==> config.mk <==
export PLATFORM = sky130hd
export DESIGN_NAME = data_path
export DESIGN_NICKNAME = d
export VERILOG_FILES = /design/src/rtl/data_path.sv
export SDC_FILE = /design/constraint.sdc
export NUM_CORES = 1
export LEC_CHECK = 0
export CAP_MARGIN = 20
export CORE_UTILIZATION = 50
export CTS_CLUSTER_SIZE = 12
export DETAILED_ROUTE_END_ITERATION = 7
export PLACE_DENSITY = 0.86
export RECOVER_POWER = 25
export SYNTH_ARGS = -nofsm -noshare
export SYNTH_HDL_FRONTEND = slang
export SYNTH_SLANG_ARGS = --single-unit
==> constraint.sdc <==
create_clock -name Clk -period 5.7 [get_ports Clk]
set_input_delay 1.14 -clock Clk [delete_from_list [all_inputs] [get_ports Clk]]
set_output_delay 1.14 -clock Clk [all_outputs]
set_load 0.02 [all_outputs]
==> src/rtl/data_path.sv <==
// 8-bit datapath: IR/MAR/PC/A/B/CCR registers, ALU and the two bus muxes.
// Clk/Reset(async low); strobes+selects in; IR, CCR_Result, address, to_memory out.
module data_path #(
  parameter int                 WIDTH    = 8,
  parameter logic [WIDTH-1:0]   PC_RESET = '0
) (
  input  logic             Clk,
  input  logic             Reset,
  input  logic             IR_Load,
  input  logic             MAR_Load,
  input  logic             PC_Load,
  input  logic             PC_Inc,
  input  logic             A_Load,
  input  logic             B_Load,
  input  logic             CCR_Load,
  input  logic [2:0]       ALU_Sel,
  input  logic [1:0]       Bus1_Sel,
  input  logic [1:0]       Bus2_Sel,
  input  logic [WIDTH-1:0] from_memory,
  output logic [WIDTH-1:0] IR,
  output logic [3:0]       CCR_Result,
  output logic [WIDTH-1:0] address,
  output logic [WIDTH-1:0] to_memory
);

  localparam int MSB = WIDTH - 1;
  localparam logic [WIDTH-1:0] ONE = WIDTH'(1);

  typedef enum logic [2:0] {
    OP_ADD  = 3'b000,
    OP_SUB  = 3'b001,
    OP_AND  = 3'b010,
    OP_OR   = 3'b011,
    OP_INC  = 3'b100,
    OP_DEC  = 3'b101,
    OP_XOR  = 3'b110,
    OP_PASS = 3'b111
  } alu_op_e;

  alu_op_e alu_op;
  assign alu_op = alu_op_e'(ALU_Sel);

  logic [WIDTH-1:0] ir_q;
  logic [WIDTH-1:0] mar_q;
  logic [WIDTH-1:0] pc_q;
  logic [WIDTH-1:0] a_q;
  logic [WIDTH-1:0] b_q;
  logic [3:0]       ccr_q;

  logic [WIDTH-1:0] bus1;
  logic [WIDTH-1:0] bus2;

  logic [WIDTH-1:0] opnd;
  logic [WIDTH:0]   wide;
  logic [WIDTH-1:0] alu_res;
  logic             alu_v;
  logic             alu_c;
  logic             alu_n;
  logic             alu_z;
  logic [3:0]       ccr_next;

  always_comb begin
    bus1 = '0;
    unique case (Bus1_Sel)
      2'b00:   bus1 = pc_q;
      2'b01:   bus1 = a_q;
      2'b10:   bus1 = b_q;
      default: bus1 = '0;
    endcase
  end

  // INC/DEC reuse the add/subtract paths with a constant 1 operand,
  // so their carry/overflow follow exactly the ADD/SUB rules.
  always_comb begin
    opnd    = b_q;
    wide    = '0;
    alu_res = '0;
    alu_v   = 1'b0;
    alu_c   = 1'b0;
    unique case (alu_op)
      OP_ADD, OP_INC: begin
        if (alu_op == OP_INC) opnd = ONE;
        wide    = {1'b0, bus1} + {1'b0, opnd};
        alu_res = wide[MSB:0];
        alu_c   = wide[WIDTH];
        alu_v   = (bus1[MSB] == opnd[MSB]) &&
                  (alu_res[MSB] != bus1[MSB]);
      end
      OP_SUB, OP_DEC: begin
        if (alu_op == OP_DEC) opnd = ONE;
        // Top bit of the widened difference is the unsigned borrow.
        wide    = {1'b0, bus1} - {1'b0, opnd};
        alu_res = wide[MSB:0];
        alu_c   = wide[WIDTH];
        alu_v   = (bus1[MSB] != opnd[MSB]) &&
                  (alu_res[MSB] != bus1[MSB]);
      end
      OP_AND:  alu_res = bus1 & b_q;
      OP_OR:   alu_res = bus1 | b_q;
      OP_XOR:  alu_res = bus1 ^ b_q;
      OP_PASS: alu_res = bus1;
      default: alu_res = '0;
    endcase
  end

  assign alu_n = alu_res[MSB];
  assign alu_z = (alu_res == '0);

  always_comb begin
    bus2 = '0;
    unique case (Bus2_Sel)
      2'b00:   bus2 = alu_res;
      2'b01:   bus2 = bus1;
      2'b10:   bus2 = from_memory;
      default: bus2 = '0;
    endcase
  end

  // Non-ALU transfers still set N/Z so loads can feed branches.
  always_comb begin
    ccr_next = {bus2[MSB], (bus2 == '0), 2'b00};
    if (Bus2_Sel == 2'b00)
      ccr_next = {alu_n, alu_z, alu_v, alu_c};
  end

  always_ff @(posedge Clk or negedge Reset) begin
    if (!Reset) begin
      ir_q  <= '0;
      mar_q <= '0;
      a_q   <= '0;
      b_q   <= '0;
      ccr_q <= '0;
    end else begin
      if (IR_Load)  ir_q  <= bus2;
      if (MAR_Load) mar_q <= bus2;
      if (A_Load)   a_q   <= bus2;
      if (B_Load)   b_q   <= bus2;
      if (CCR_Load) ccr_q <= ccr_next;
    end
  end

  always_ff @(posedge Clk or negedge Reset) begin
    if (!Reset)       pc_q <= PC_RESET;
    else if (PC_Load) pc_q <= bus2;
    else if (PC_Inc)  pc_q <= pc_q + ONE;
  end

  assign IR         = ir_q;
  assign CCR_Result = ccr_q;
  assign address    = mar_q;
  assign to_memory  = bus1;

endmodule

# Word level (Yosys, flattened, before mapping)
# Index checks and enable logic that the tools add are counted.
[totals] in_bits=24 output_inout_bits=28 register_bits=44
[op_classes] n_mux=12 n_reduce_logical=10 bitwise=3 n_eq_ne=15 add_sub_neg=3
[op_table] op="two-way mux 8 bit" count=6
[op_table] op="one-hot mux 8 bit (3 select lines)" count=2
[op_table] op="one-hot mux 8 bit (6 select lines)" count=1
[op_table] op="logical NOT 8 bit" count=2
[op_table] op="equality test 3 bit, second input constant" count=4
[op_table] op="adder 8 x 8 -> 9 bit" count=1
[op_table] op="subtractor 8 x 8 -> 9 bit" count=1
[op_table] op="adder 8 x 1 -> 8 bit, second input constant" count=1
[op_table] op="bitwise AND 8 bit" count=1
[op_table] op="bitwise OR 8 bit" count=1
[op_table] op="bitwise XOR 8 bit" count=1
[op_table] op="equality test 3 x 2 -> 1 bit, second input constant" count=2
[op_table] op="equality test 2 x 1 -> 1 bit, second input constant" count=2
[op_table] op="equality test 2 bit, second input constant" count=2
[op_table] op="logical NOT 2 bit" count=2
[op_table] op="two-way mux 4 bit" count=1
[op_table] op="one-hot mux 1 bit (2 select lines)" count=2
[op_table] op="OR reduction 2 bit" count=2
[op_table] op="equality test 3 x 1 -> 1 bit, second input constant" count=1
[op_table] op="logical NOT 3 bit" count=1
[op_table] op="!= test 1 bit" count=3
[op_table] op="logical AND 1 bit" count=2
[op_table] op="nonzero test 2 bit" count=1
[op_table] op="equality test 1 bit" count=1

# Logic depth before layout (Yosys ltp)
[logic_depth] depth_word=8 mapped_depth=15 mapped_depth_nobuf=13

# Least setup slack after synthesis
# OpenSTA, ideal clock, no wires.
[synth_timing] path_kind="in2reg" from="input port ALU_Sel[1]" to="register ccr_q[2] (netlist: CCR_Result[2])" t_arrival_ps=4360 cell_stages=15 setup_slack_ps=1258 n_path_buf=2 required_time_ps=5618 setup_ps=82 cell_sequence="clkbuf_1 nor2_1 and2_1 clkbuf_1 or2_2 ha_1 fa_1 a211oi_1 o21bai_1 a21oi_1 xor2_1 a22oi_1 a221oi_1 nand4_1 a31oi_1"
[synth_via] elab_chain_cells=8 word_cells_on_any_way=21
[synth_rtl] item="start, declared" line_no="16" source="input logic [2:0] ALU_Sel,"
[synth_rtl] item="equality test 3 bit"
[synth_rtl] item="two-way mux 8 bit, on equally long branches" line_no="90, 82"
[synth_rtl] item="two-way mux 8 bit" line_no="80" source="unique case (alu_op)"
[synth_rtl] item="subtractor 8 x 8 -> 9 bit / adder 8 x 8 -> 9 bit (equally long branches)" line_no="92, 83"
[synth_rtl] item="one-hot mux 8 bit (6 select lines) *" line_no="80"
[synth_rtl] item="one-hot mux 8 bit (3 select lines)" line_no="111" source="unique case (Bus2_Sel)"
[synth_rtl] item="logical NOT 8 bit" line_no="121" source="ccr_next = {bus2[MSB], (bus2 == '0), 2'b00};"
[synth_rtl] item="two-way mux 4 bit *" line_no="122" source="if (Bus2_Sel == 2'b00)"
[synth_rtl] item="end signal, assigned" line_no="138" source="if (CCR_Load) ccr_q <= ccr_next;"
[synth_rtl] item="end, declared" line_no="48" source="logic [3:0] ccr_q;"
# Mark *: on every way between the ends. The rest lies on a longest branch, timed or not. The select of a mux whose other input is x is not followed.
# A chain may end at the register's enable or synchronous reset.

# Worst setup path after layout
[layout_timing] from="input port Bus1_Sel[0]" to="register ccr_q[2] (netlist: CCR_Result[2])"
[layout_via] elab_chain_cells=7 word_cells_on_any_way=14
[layout_rtl] item="start, declared" line_no="17" source="input logic [1:0] Bus1_Sel,"
[layout_rtl] item="equality test 2 bit, or another cell as far along" line_no="64" source="unique case (Bus1_Sel)"
[layout_rtl] item="one-hot mux 8 bit (3 select lines) *" line_no="64"
[layout_rtl] item="subtractor 8 x 8 -> 9 bit, or another cell as far along" line_no="92" source="wide = {1'b0, bus1} - {1'b0, opnd};"
[layout_rtl] item="one-hot mux 8 bit (6 select lines)" line_no="80"
[layout_rtl] item="one-hot mux 8 bit (3 select lines)" line_no="111"
[layout_rtl] item="logical NOT 8 bit" line_no="121"
[layout_rtl] item="two-way mux 4 bit *" line_no="122"
# Mark *: on every way between the ends. The rest lies on a longest branch, timed or not.

==> results.yml <==
setup_path:
  arrival_ns: 5.33
  crit_top_cell: "nor2b_1"
  slowest_delay_ns: 0.63
  worst-endpoint-required_ns: 5.92
  crit_type: "primary input to register"
  critPathCaptureType: "register"
  slowest_stage: "clkdlybuf4s50_1"
  worst_setup_path_start_kind: "primary input"
  path_cells: "clkdlybuf4s50_1 > nor2b_1 > a21oi_1 > inv_1 > ha_1 > nor2b_1 > o31a_1 > o41a_1 > and3_1 > o32a_1 > a221oi_4 > nand4_1 > a31oi_1"
  crit_fanout: 7
clocking:
  cts_resized: 0
  cts_tree: "yes"
  cts_sinks: 44
  root_buffer: "clkbuf_8"
  clock_path_buffers: 2
  clk_pin_slew_ns: 0.08
  postCtsHoldBufs: 0
  post_cts.repair.setup_buffers: 0
  insertion_delay_ns: 0.30
  cts_max_level: 2
  numCtsBuffers: 5
run_status:
  status: "complete, but fails checks"
  violations: "capacitance limit, slew limit"
cells_and_area:
  synthToLayoutAreaGrowth_pct: 19.3
  fin_nets: 540
  nFillCells: 628
  drive_gt1_frac: 0.0624
  diodes: 0
synth:
  synth_area_leader_cell: "dfrtp_1"
  synth_most_common_cell: "nor2_1"
  synthArstFlopShare: 1.00
  synth_top_flop_cell: "dfrtp_1"
  synth.distinct_cells: 58
  synth_common_cells: "75 x nor2_1, 50 x a21oi_1, 44 x dfrtp_1"
  yosysWarnings: 0
  synth_seq_area_share: 0.305
  netlist_area_um2: 3610
  syn_nets: 495
  netlist_instances: 435
  synth_seq_cells: 44
  synth_edf_count: 0
  synthTopCellsByArea: "dfrtp_1 31%, ha_1 12%, nor2_1 7.8%"
  avgSynthCellArea_um2: 8.29
  synth_top_area_frac: 0.305
route:
  drc: 0
  drt_iter0_drc: 225
  dr_total_vias: 3400
  drt-total-wl_um: 9510
  via_per_inst: 5.89
  drt-wirelength-per-cell_um: 16.5
  ant_nets: 0
  firstDrtPassIters: 5
grt:
  grt_max_degree: 45
  antenna_found_initial: 0
  grt_overflow_total: 0
  grtUsageTotal: 0.268
  grt_pass1_wl_um: 15700
  grt_pass1_vias: 3370
floorplan:
  rows: 30
  ioPinCount: 52
  die_w_um: 86.9
  die_y_um: 86.9
  start_util: 0.525
  core_area_um2: 6870
  die_area_um2: 7560
timing:
  slew_violations: 45
  rsz0062_at_grt: "no"
  slew_headroom: -0.527
  max_slew.worst_pin.slew_ns: 2.29
  setup_viol: 0
  fin_crit_sh: 0.897
  fin_tns_setup_ns: 0
  whs_ns: 0.521
  min_period_ns: 5.11
  maxClockFrequency_mhz: 196
  finalClockSkew_ns: 0.00506
  hold_viol: 0
hold_path:
  min_path_type: "register to register"
place:
  numPortBuffers: 51
  dp_hpwl_um: 7270
  gp_congestion: 0.992
power:
  leakagePower_uw: 0.00193
  vdd_drop_max_v: 0.000244
  p_per_area_nw_per_um2: 280
flow_run:
  max-cap-violations: 1
sequential cells by signal, indices dropped and copies added, names as in the netlist:
register / count
pc_q: 8
address: 8
a_q: 8
b_q: 8
CCR_Result: 4
IR: 8
per-layer routing:
| layer | global-route usage | wire length (um) |
|---|---|---|
| met5 | 0 | 0 |
| met4 | 0.132 | 302 |
| met3 | 0.0341 | 592 |
| met2 | 0.458 | 4610 |
| met1 | 0.334 | 4010 |
layout make-up:
class / instances / area (um2) / area share
tap: 96 / 120 / 0.0279
inverter: 28 / 105 / 0.0244
sequential: 44 / 1100 / 0.256
clock buffer: 6 / 72.6 / 0.0169
timing repair buffer: 59 / 564 / 0.131
multi-input combinational: 342 / 2300 / 0.536
clock inverter: 2 / 35.0 / 0.00814
worst paths after layout:
path | slack (ns) | startpoint | end | cells after the start
min reg2reg | 0.52 | address[3] | address[3] | 1
max | 0.59 | Bus1_Sel[0] | CCR_Result[2] | 13
min | 0.52 | address[3] | address[3] | 1
max reg2reg | 1.72 | b_q[1] | CCR_Result[2] | 13
min in group asynchronous | 1.52 | Reset | address[5] | 1
max in group asynchronous | 2.87 | Reset | pc_q[0] | 1
kinds of logic after synthesis:
family	after synthesis	synth area share
simple gates	149	0.187
compound gates	115	0.208
buf+inv	49	0.0558
flops	44	0.305
fa+ha+maj	36	0.129
mux	29	0.0832
xor+xnor	13	0.0316
cell usage in the layout (no fill, tap or decap), types with 3 or more instances in the layout:
cell type,synthesis,final
dfrtp_1,44,44
mux2_2,7,7
nand2b_1,4,4
nor3_1,7,7
nor2_1,75,75
o21ai_0,18,18
o22ai_1,3,3
nand2_1,26,26
and2_1,3,3
a22oi_1,4,4
buf_4,0,8
nor4_1,3,3
o21a_1,4,4
a221oi_1,3,3
nand4_1,6,6
and3_1,4,4
a21oi_1,50,50
ha_1,34,34
a211oi_1,6,6
clkbuf_8,0,5
xor2_1,6,6
nor2b_1,5,5
clkdlybuf4s50_1,0,50
inv_1,27,27
mux2i_1,21,21
a22oi_2,3,3
nand3_1,7,7
xnor2_1,7,7
a31oi_1,3,3
report_power, final:
part	switching [uW]	leakage, uW	internal (uW)
combinational	320	0.00134	250
sequential	43.5	0.000528	358
clock	102	0.0000552	130
total	465	0.00193	738
worst max-delay path: cells and delay by family:
kind	cells	cell delay [ns]
buffers and inverters	2	0.92
AND/OR/NAND/NOR	4	1.04
adder cells (fa/ha/maj)	1	0.27
AO/OA/AOI/OAI	6	1.95
metrics by stage:
| step | area [um2] | power [uW] | setup slack (ns) | util | instances |
|---|---|---|---|---|---|
| 3_3_place_gp | 4200 | 946 | 0.500 | 0.611 | 569 |
| 4_1_cts | 4300 | 1210 | 0.641 | 0.627 | 577 |
| 6_report | 4300 | 1200 | 0.589 | 0.626 | 577 |
| 3_5_place_dp | 4200 | 967 | 0.326 | 0.611 | 569 |
| 2_1_floorplan | 3610 | 783 | 1.26 | - | 435 |
| 5_1_grt | 4300 | 1280 | 0.385 | 0.626 | 577 |
No activity file was read; power rests on OpenSTA's default activity.
